===== config.mk =====
export PLATFORM = sky130hd
export DESIGN_NAME = pipe_ctrl
export DESIGN_NICKNAME = d
export VERILOG_FILES = /design/src/rtl/pipe_ctrl.sv
export SDC_FILE = /design/constraint.sdc
export NUM_CORES = 1
export LEC_CHECK = 0
export ABC_AREA = 1
export CAP_MARGIN = 30
export CORE_MARGIN = 2
export CORE_UTILIZATION = 45
export DETAILED_ROUTE_END_ITERATION = 8
export HOLD_SLACK_MARGIN = 0.02
export PLACE_DENSITY = 0.72
export SYNTH_ARGS = -nofsm -noshare
export SYNTH_HDL_FRONTEND = slang
export SYNTH_SLANG_ARGS = --single-unit

===== constraint.sdc =====
create_clock -name CLK -period 1.4 [get_ports CLK]
set_input_delay 0.21 -clock CLK [delete_from_list [all_inputs] [get_ports CLK]]
set_output_delay 0.21 -clock CLK [all_outputs]
set_load 0.1 [all_outputs]

===== src/rtl/pipe_ctrl.sv =====
// Pipeline control: turns hazard/branch/memory-busy requests into register enables,
// flushes and bubbles, and tracks stage valid bits, mode, a stall watchdog and counters.
module pipe_ctrl #(
  parameter int unsigned CNT_W       = 16,
  parameter int unsigned STALL_LIMIT = 4
) (
  input  logic             CLK,
  input  logic             RSTN,
  input  logic             Stall,
  input  logic             Branch_Taken,
  input  logic             Mem_Busy,
  input  logic             INST_VALID,
  output logic             PC_EN,
  output logic             IFID_EN,
  output logic             IFID_FLUSH,
  output logic             IDEX_BUBBLE,
  output logic             PIPE_EN,
  output logic             V_ID,
  output logic             V_EX,
  output logic             V_MEM,
  output logic             V_WB,
  output logic [1:0]       MODE,
  output logic             DEADLOCK,
  output logic [CNT_W-1:0] STALL_CNT,
  output logic [CNT_W-1:0] FLUSH_CNT
);

  localparam logic [1:0] MODE_RUN   = 2'd0;
  localparam logic [1:0] MODE_STALL = 2'd1;
  localparam logic [1:0] MODE_MWAIT = 2'd2;

  // Run counter only needs to reach STALL_LIMIT+1, where it parks.
  localparam int unsigned RUN_W = $clog2(STALL_LIMIT + 2);
  localparam logic [RUN_W-1:0] RUN_TRIP = RUN_W'(STALL_LIMIT + 1);
  localparam logic [CNT_W-1:0] CNT_MAX  = {CNT_W{1'b1}};

  logic [1:0]       mode_nxt;
  logic [RUN_W-1:0] run_cnt;
  logic [RUN_W-1:0] run_nxt;

  // Request decode, priority Mem_Busy > Stall > Branch_Taken; all quiet in reset.
  always_comb begin
    PC_EN       = 1'b0;
    IFID_EN     = 1'b0;
    IFID_FLUSH  = 1'b0;
    IDEX_BUBBLE = 1'b0;
    PIPE_EN     = 1'b0;
    mode_nxt    = MODE_RUN;
    if (!RSTN) begin
      mode_nxt = MODE_RUN;
    end else if (Mem_Busy) begin
      mode_nxt = MODE_MWAIT;
    end else if (Stall) begin
      IDEX_BUBBLE = 1'b1;
      PIPE_EN     = 1'b1;
      mode_nxt    = MODE_STALL;
    end else begin
      PC_EN      = 1'b1;
      IFID_EN    = 1'b1;
      PIPE_EN    = 1'b1;
      IFID_FLUSH = Branch_Taken;
    end
  end

  // Consecutive-stall length; frozen while memory is busy.
  always_comb begin
    run_nxt = run_cnt;
    if (!Mem_Busy) begin
      if (!Stall)
        run_nxt = '0;
      else if (run_cnt != RUN_TRIP)
        run_nxt = RUN_W'(run_cnt + 1'b1);
    end
  end

  always_ff @(posedge CLK or negedge RSTN) begin
    if (!RSTN) MODE <= MODE_RUN;
    else       MODE <= mode_nxt;
  end

  always_ff @(posedge CLK or negedge RSTN) begin
    if (!RSTN) begin
      V_ID  <= 1'b0;
      V_EX  <= 1'b0;
      V_MEM <= 1'b0;
      V_WB  <= 1'b0;
    end else if (PIPE_EN) begin
      V_WB  <= V_MEM;
      V_MEM <= V_EX;
      V_EX  <= IDEX_BUBBLE ? 1'b0 : V_ID;
      V_ID  <= IFID_FLUSH ? 1'b0 : (IFID_EN ? INST_VALID : V_ID);
    end
  end

  always_ff @(posedge CLK or negedge RSTN) begin
    if (!RSTN) begin
      run_cnt  <= '0;
      DEADLOCK <= 1'b0;
    end else begin
      run_cnt  <= run_nxt;
      DEADLOCK <= DEADLOCK | (run_nxt == RUN_TRIP);
    end
  end

  // Saturating event counters.
  always_ff @(posedge CLK or negedge RSTN) begin
    if (!RSTN) begin
      STALL_CNT <= '0;
      FLUSH_CNT <= '0;
    end else begin
      if (!PC_EN && STALL_CNT != CNT_MAX)
        STALL_CNT <= CNT_W'(STALL_CNT + 1'b1);
      if (IFID_FLUSH && FLUSH_CNT != CNT_MAX)
        FLUSH_CNT <= CNT_W'(FLUSH_CNT + 1'b1);
    end
  end

endmodule


==> implementation parameters, run 1 <==
Parameter                              Value

STA
  Number of hold-slack violations in the final timing report    0
  Fmax    about 0.7 GHz
  # setup viols final    17
  Final min period    1440 ps
  RSZ-0062 raised after global routing    yes
  Transition time of the tightest slew-check pin    523 ps
  Final-report max-slew violation count    0
  Post-route worst hold slack    103 ps
  Final worst slack    -38.0 ps
  Post-route fraction of the period consumed by the critical path    1.03
  Max Clock Skew    3.55 ps
  Remaining max-slew budget at the tightest pin    0.651

Route
  Remaining antenna violation count    0
  Pre-Repair DR Iteration Count    4
  Via-to-Cell Ratio    approximately 5.2
  Final routed wire length divided by cell count    14.3 microns
  Via total after detailed routing    2672
  Final routed DRC violation total    0
  Overall routed net length    7410 microns
  Number of violations reported at the end of detailed-routing iteration 0    112

Worst setup path
  Worst Setup Start Kind    flop
  Data required time at the worst endpoint    1590 ps
  Classification of the worst setup path    flop to flop
  Critical Path Sink Type    flop
  Critical path data arrival time    1630 ps
  Crit-path max FO    7
  Logic depth of the worst register-to-register path    8

Die
  Height of the die    78.7 microns
  Count of boundary I/O pins    50
  Row count    27
  Starting Density    0.462
  Core Region    5440 sq um
  Total Die Area    slightly above 6000 sq um
  Width of the chip    78.7 microns

Outcome
  Outcome    finished with violations
  Violated checks    setup timing

Synthesis
  Number of nets in the synthesized netlist    362
  Post-synthesis cell type with the largest combined area    sky130_fd_sc_hd__dfrtp_1
  Top area cells in the synthesized netlist    sky130_fd_sc_hd__dfrtp_1 42%, sky130_fd_sc_hd__nand2_1 22%, sky130_fd_sc_hd__nor2_1 6.0%
  Number of cells produced by synthesis    352
  Yosys warning total    0
  Number of unique standard cell types used by synthesis    26
  Average cell area after synthesis    about 7.1 sq um
  Seq cells post-synth    42
  Netlist area before placement    between 2000 and 3000 sq um
  Part of the Yosys area used for sequential elements    0.418
  Post-synth top area share    0.418

Pwr
  Int Pwr    3.85 mW
  Cell area power density    1720 nW/um^2
  Gate power share    0.609
  Total power consumption of the routed design    7.54 mW
  Worst vdd ir    1.75 mV
  Sw Share    0.489
  Standby leakage power    1.95 nW
  P_sw    3.69 mW
  Proportion of power drawn by flip-flops and latches    0.261
  Clk network pwr share    0.130

Global routing
  Overall Global Routing Usage    0.249
  Global-route wire length before repair    12300 microns
  Congestion Overflow GR    0
  Vias in the first global route    approximately 2700
  Pin count of the biggest net entering global routing    40
  Number of antenna violations at the first check in global routing    0

Placement
  Placed wire-length estimate    ~5000 microns
  Port Buffer Count    49
  # placed instances    498
  Routability cong.    about 0.84

Clock network
  Clock Pin Slew Worst Setup and Hold Paths    about 80 ps
  Number of sinks driven by the clock tree    42
  Root cell of the clock tree    sky130_fd_sc_hd__clkbuf_8
  Insertion delay to the later sink of the worst-skew pair    290 ps
  Inserted Clock Buffers    5
  Buffer depth of the longest clock path    2
  Htree depth    2
  TritonCTS clock tree    yes

Finish
  Commonest cells after routing, fill and taps aside    108 x sky130_fd_sc_hd__nand2_1, 47 x sky130_fd_sc_hd__buf_12, 36 x sky130_fd_sc_hd__buf_4, 33 x sky130_fd_sc_hd__nand2_2, 27 x sky130_fd_sc_hd__inv_1
  Commonest non-fill, non-tap cell in the layout    sky130_fd_sc_hd__nand2_1
  Final antenna diode count    0
  Growth of design area from synthesis to finish    74.1%
  Final Net Count    454
  Final instance count without filler cells    517
  Share of final-layout standard cells stronger than drive strength 1    0.492

Job
  Reported max-cap violation count    0

Worst hold path
  Type of the tightest min-delay check    input port to async pin
-- cell usage after synthesis, drive strengths merged --
library cell  count
a21oi             1
buf               7
dfrtp            42
ha                4
inv              34
nand2           151
nand3            25
nand3b            3
nand4             8
nor2             44
nor3              1
o21ai            16
o22ai             1
xnor2             4
xor2             11
-- sequential cells by signal, indices dropped and copies added, names as in the netlist, 2 cells and up --
name       count
FLUSH_CNT     16
STALL_CNT     16
run_cnt        3
MODE           2
-- stage by stage --
step	instance area [sq um]	util	setup TNS, ps	worst slack (ps)
after floorplan	2720	-	-5370	-241
after global placement	3940	0.724	-8020	-230
after detailed placement	3940	0.724	-10380	-297
after CTS	4150	0.764	-201	-22.2
after global routing	4370	0.804	-2010	-102
final	4370	0.804	-379	-38.0
-- cell type report --
cell class | instances | area (sq um)
clock buffer | 6 | 72.6
clock inverter | 2 | 37.5
fill | 321 | 1070
inverter | 34 | 130
multi-input combinational | 270 | 1610
sequential | 42 | 1130
tap | 72 | 90.1
timing repair buffer | 91 | 1310
-- worst max-delay path: stages, from the launching register on --
cell and delay (ps):
sky130_fd_sc_hd__dfrtp_4 440, sky130_fd_sc_hd__ha_4 160, sky130_fd_sc_hd__nand3_4 100, sky130_fd_sc_hd__nor2_4 150, sky130_fd_sc_hd__nand2_2 100, sky130_fd_sc_hd__nand2_4 130, sky130_fd_sc_hd__nand2_8 110, sky130_fd_sc_hd__nand2_2 90
sky130_fd_sc_hd__nand2_1 40
-- worst paths after layout --
kind	slack, ps	from	end
setup / recovery	-40	STALL_CNT[0]	STALL_CNT[7]
hold / removal	100	RSTN	FLUSH_CNT[11]
setup reg to reg	-40	STALL_CNT[0]	STALL_CNT[7]
hold reg to reg	540	DEADLOCK	DEADLOCK
max in group asynchronous	800	RSTN	run_cnt[0]
min in group CLK	290	Mem_Busy	MODE[1]
-- what timing repair did --
| action | 4_1_cts | 5_1_grt |
|---|---|---|
| setup endpoints to repair | 34 | 33 |
| gates cloned | 1 | 1 |
| buffers inserted | 6 | 2 |
| resized for setup | 15 | 62 |
| hold endpoints to repair | 4 | 0 |
| hold buffers | 1 | 0 |
| pin swaps | 9 | 14 |
-- logic make-up after synthesis --
| group | Yosys count | share of synthesized area |
|---|---|---|
| DFF | 42 | 0.418 |
| and+or+nand+nor | 232 | 0.399 |
| buffers and inverters | 41 | 0.0727 |
| adders and majority gates | 4 | 0.0199 |
| AOI/OAI and AO/OA | 18 | 0.0378 |
| xor gates and xnor gates | 15 | 0.0523 |
-- power groups by stage --
stage          logic [mW]  registers, mW  clock network [mW]
6_report             4.59           1.97               0.978
3_3_place_gp         4.09           1.96                   0
3_5_place_dp         4.18           1.98                   0
4_1_cts              4.32           1.95               0.996
5_1_grt              4.81           2.00                1.04
2_1_floorplan       0.866           3.60                   0
-- layer usage --
| metal | GRT usage | up-vias | routed length [microns] | share of wire |
|---|---|---|---|---|
| met1 | 0.288 | 1284 | 2870 | 0.39 |
| met5 | 0 | - | 0 | 0 |
| met4 | 0.0877 | 0 | 176 | 0.024 |
| met3 | 0.0432 | 17 | 345 | 0.047 |
| li1 | - | 1285 | - | - |
| met2 | 0.461 | 86 | 4010 | 0.54 |
(Power assumes the default switching activity.)
==> run 2: changes to the inputs <==
--- a/config.mk
+++ b/config.mk
@@ -7,11 +7,12 @@
 export LEC_CHECK = 0
 export ABC_AREA = 1
 export CAP_MARGIN = 30
-export CORE_MARGIN = 2
+export CORE_MARGIN = 4
 export CORE_UTILIZATION = 45
 export DETAILED_ROUTE_END_ITERATION = 8
 export HOLD_SLACK_MARGIN = 0.02
 export PLACE_DENSITY = 0.72
+export REMOVE_ABC_BUFFERS = 1
 export SYNTH_ARGS = -nofsm -noshare
 export SYNTH_HDL_FRONTEND = slang
 export SYNTH_SLANG_ARGS = --single-unit
==> implementation parameters, run 2 (synthesis results as in run 1) <==
Parameter                              Value

Die
  Row count    26 (was 27)
  Count of boundary I/O pins    50 (unchanged)
  Total Die Area    6840 sq um (was 6200 sq um)
  Height of the die    82.7 microns (was 78.7 microns)
  Core Region    5270 sq um (was 5440 sq um)
  Width of the chip    82.7 microns (was 78.7 microns)
  Starting Density    0.477 (was 0.462)

Clock network
  Insertion delay to the later sink of the worst-skew pair    310 ps (was 290 ps)
  Htree depth    2 (unchanged)
  Number of sinks driven by the clock tree    42 (unchanged)
  Root cell of the clock tree    sky130_fd_sc_hd__clkbuf_8 (unchanged)
  TritonCTS clock tree    yes (unchanged)
  Inserted Clock Buffers    5 (unchanged)
  Clock Pin Slew Worst Setup and Hold Paths    90 ps (was 80 ps)
  Buffer depth of the longest clock path    2 (unchanged)

Worst setup path
  Family of cells with the greatest summed delay on the critical path    simple AND/OR/NAND/NOR gates (unchanged)
  Classification of the worst setup path    flop to flop (unchanged)
  Buffers and inverters on the worst path    1 (was 0)
  Critical path data arrival time    1720 ps (was 1630 ps)
  Data required time at the worst endpoint    1600 ps (was 1590 ps)
  Worst-path cell chain    buf_4 > nand2_2 > nor2_2 > nand2_1 > o21ai_1 > nand2_1 > nand2_4 > nand2_2 (was ha_4 > nand3_4 > nor2_4 > nand2_2 > nand2_4 > nand2_8 > nand2_2 > nand2_1)
  Cell with the largest stage delay on the worst path    sky130_fd_sc_hd__dfrtp_1 (was sky130_fd_sc_hd__dfrtp_4)
  Worst Setup Start Kind    flop (unchanged)
  Critical Path Sink Type    flop (unchanged)
  Slowest Stage Delay on Critical Path    390 ps (was 440 ps)
  Crit-path max FO    4 (was 7)

Route
  Sum of routed wire segments on met1    3280 microns (was 2870 microns)
  Topmost layer with routed signal wires    met4 (unchanged)
  Final routed DRC violation total    0 (unchanged)
  Final routed wire length divided by cell count    16.3 microns (was 14.3 microns)
  Via-to-Cell Ratio    5.34 (was 5.17)
  Number of violations reported at the end of detailed-routing iteration 0    228 (was 112)
  Overall routed net length    8660 microns (was 7410 microns)
  Via total after detailed routing    2840 (was 2672)
  Pre-Repair DR Iteration Count    5 (was 4)
  Routed met3 length    652 microns (was 345 microns)
  Routed wl met2    4450 microns (was 4010 microns)
  Remaining antenna violation count    0 (unchanged)

Finish
  Seq. cell area    1060 sq um (was 1130 sq um)
  Final Net Count    471 (was 454)
  Fill cell total of the finished layout    287 (was 321)
  Commonest non-fill, non-tap cell in the layout    sky130_fd_sc_hd__nand2_1 (unchanged)
  Commonest cells after routing, fill and taps aside    113 x sky130_fd_sc_hd__nand2_1, 53 x sky130_fd_sc_hd__buf_4, 46 x sky130_fd_sc_hd__buf_12, 36 x sky130_fd_sc_hd__dfrtp_1, 28 x sky130_fd_sc_hd__inv_1 (was 108 x sky130_fd_sc_hd__nand2_1, 47 x sky130_fd_sc_hd__buf_12, 36 x sky130_fd_sc_hd__buf_4, 33 x sky130_fd_sc_hd__nand2_2, 27 x sky130_fd_sc_hd__inv_1)
  Final antenna diode count    0 (unchanged)
  Final instance count without filler cells    532 (was 517)
  Multi-input logic area    1570 sq um (was 1610 sq um)
  Growth of design area from synthesis to finish    74.2% (was 74.1%)
  Area of all placed cells without fillers    4380 sq um (was 4370 sq um)
  Leading registers by flop count    FLUSH_CNT: 16 flops, STALL_CNT: 16 flops, run_cnt: 3 flops (unchanged)
  Final core area utilization    0.830 (was 0.804)
  Share of final-layout standard cells stronger than drive strength 1    0.411 (was 0.492)

STA
  Sum of negative setup slack    -344 ps (was -379 ps)
  Final min period    1520 ps (was 1440 ps)
  Post-route fraction of the period consumed by the critical path    1.08 (was 1.03)
  Max Clock Skew    7.25 ps (was 3.55 ps)
  Remaining max-slew budget at the tightest pin    0.649 (was 0.651)
  Final-report max-slew violation count    0 (unchanged)
  Final worst slack    -115 ps (was -38.0 ps)
  Transition time of the tightest slew-check pin    526 ps (was 523 ps)
  RSZ-0062 raised after global routing    yes (unchanged)
  Fmax    0.660 GHz (was 0.695 GHz)
  Number of hold-slack violations in the final timing report    0 (unchanged)
  # setup viols final    14 (was 17)

Global routing
  Number of antenna violations at the first check in global routing    0 (unchanged)
  Overall Global Routing Usage    0.217 (was 0.249)
  Vias in the first global route    2537 (was 2705)
  Congestion Overflow GR    0 (unchanged)
  Pin count of the biggest net entering global routing    43 (was 40)
  Global-route wire length before repair    11400 microns (was 12300 microns)

Placement
  # placed instances    511 (was 498)
  Placed cell area    3840 sq um (was 3940 sq um)
  Port Buffer Count    49 (unchanged)
  Routability cong.    0.851 (was 0.839)
  Placed wire-length estimate    4990 microns (was 4970 microns)

Pwr
  Worst vdd ir    1.78 mV (was 1.75 mV)
  Standby leakage power    2.14 nW (was 1.95 nW)
  Cell area power density    1690 nW/um^2 (was 1720 nW/um^2)
  Total power consumption of the routed design    7.39 mW (was 7.54 mW)

Worst hold path
  Type of the tightest min-delay check    input port to async pin (unchanged)

Outcome
  Outcome    finished with violations (unchanged)
  Violated checks    setup timing (unchanged)

Job
  Reported max-cap violation count    0 (unchanged)
==> run 2: cell types whose count changed in the layout (fill, tap and decap cells not counted), sizes merged <==
| cell | change |
|---|---|
| buf | +16 |
| clkbuf | +2 |
| clkdlybuf4s15 | -1 |
| clkinvlp | -1 |
| dlygate4sd2 | +2 |
| dlymetal6s2s | -1 |
==> run 2: path summary, 6_finish.rpt <==
path                              start            end  slack (ps)  cells past startpoint
hold reg to reg                DEADLOCK       DEADLOCK         530                      2
setup / recovery           FLUSH_CNT[8]  FLUSH_CNT[15]        -120                      8
setup reg to reg           FLUSH_CNT[8]  FLUSH_CNT[15]        -120                      8
min in group CLK                   RSTN        MODE[0]         310                      3
max in group asynchronous          RSTN   STALL_CNT[9]         940                      2
hold / removal                     RSTN           V_WB          70                      2
==> run 2: cell type report <==
class                           instances  share of cell area
Clock buffer                            7              0.0174
Clock inverter                          1             0.00686
Inverter                               34              0.0292
Multi-Input combinational cell        270               0.358
Sequential cell                        42               0.242
Tap cell                               70              0.0200
Timing Repair Buffer                  108               0.327
==> run 2: power breakdown <==
group / internal, mW / switching, mW
sequential: 1.47 / 0.293
clock: 0.534 / 0.449
combinational: 1.71 / 2.93
total: 3.72 / 3.67
==> run 2: per-stage QoR <==
stage	worst slack (ps)	hold WS [ps]
5_1_grt	-143	111
3_3_place_gp	-171	27.7
6_report	-115	68.1
3_5_place_dp	-291	28.6
2_1_floorplan	-2120	-85.6
4_1_cts	2.11	79.2
==> run 2: per-layer routing <==
layer / up-vias / global-route usage
li1: 1322 / -
met1: 1329 / 0.274
met2: 155 / 0.371
met3: 34 / 0.0466
met4: 0 / 0.0686
met5: - / 0
==> run 2: repair_timing <==
item,in CTS,in global routing
hold buffers,1,0
resized for setup,13,77
setup endpoints to repair,25,34
setup buffers,0,8
pin swaps,3,17
gates cloned,0,4
endpoints found under the hold margin,1,0
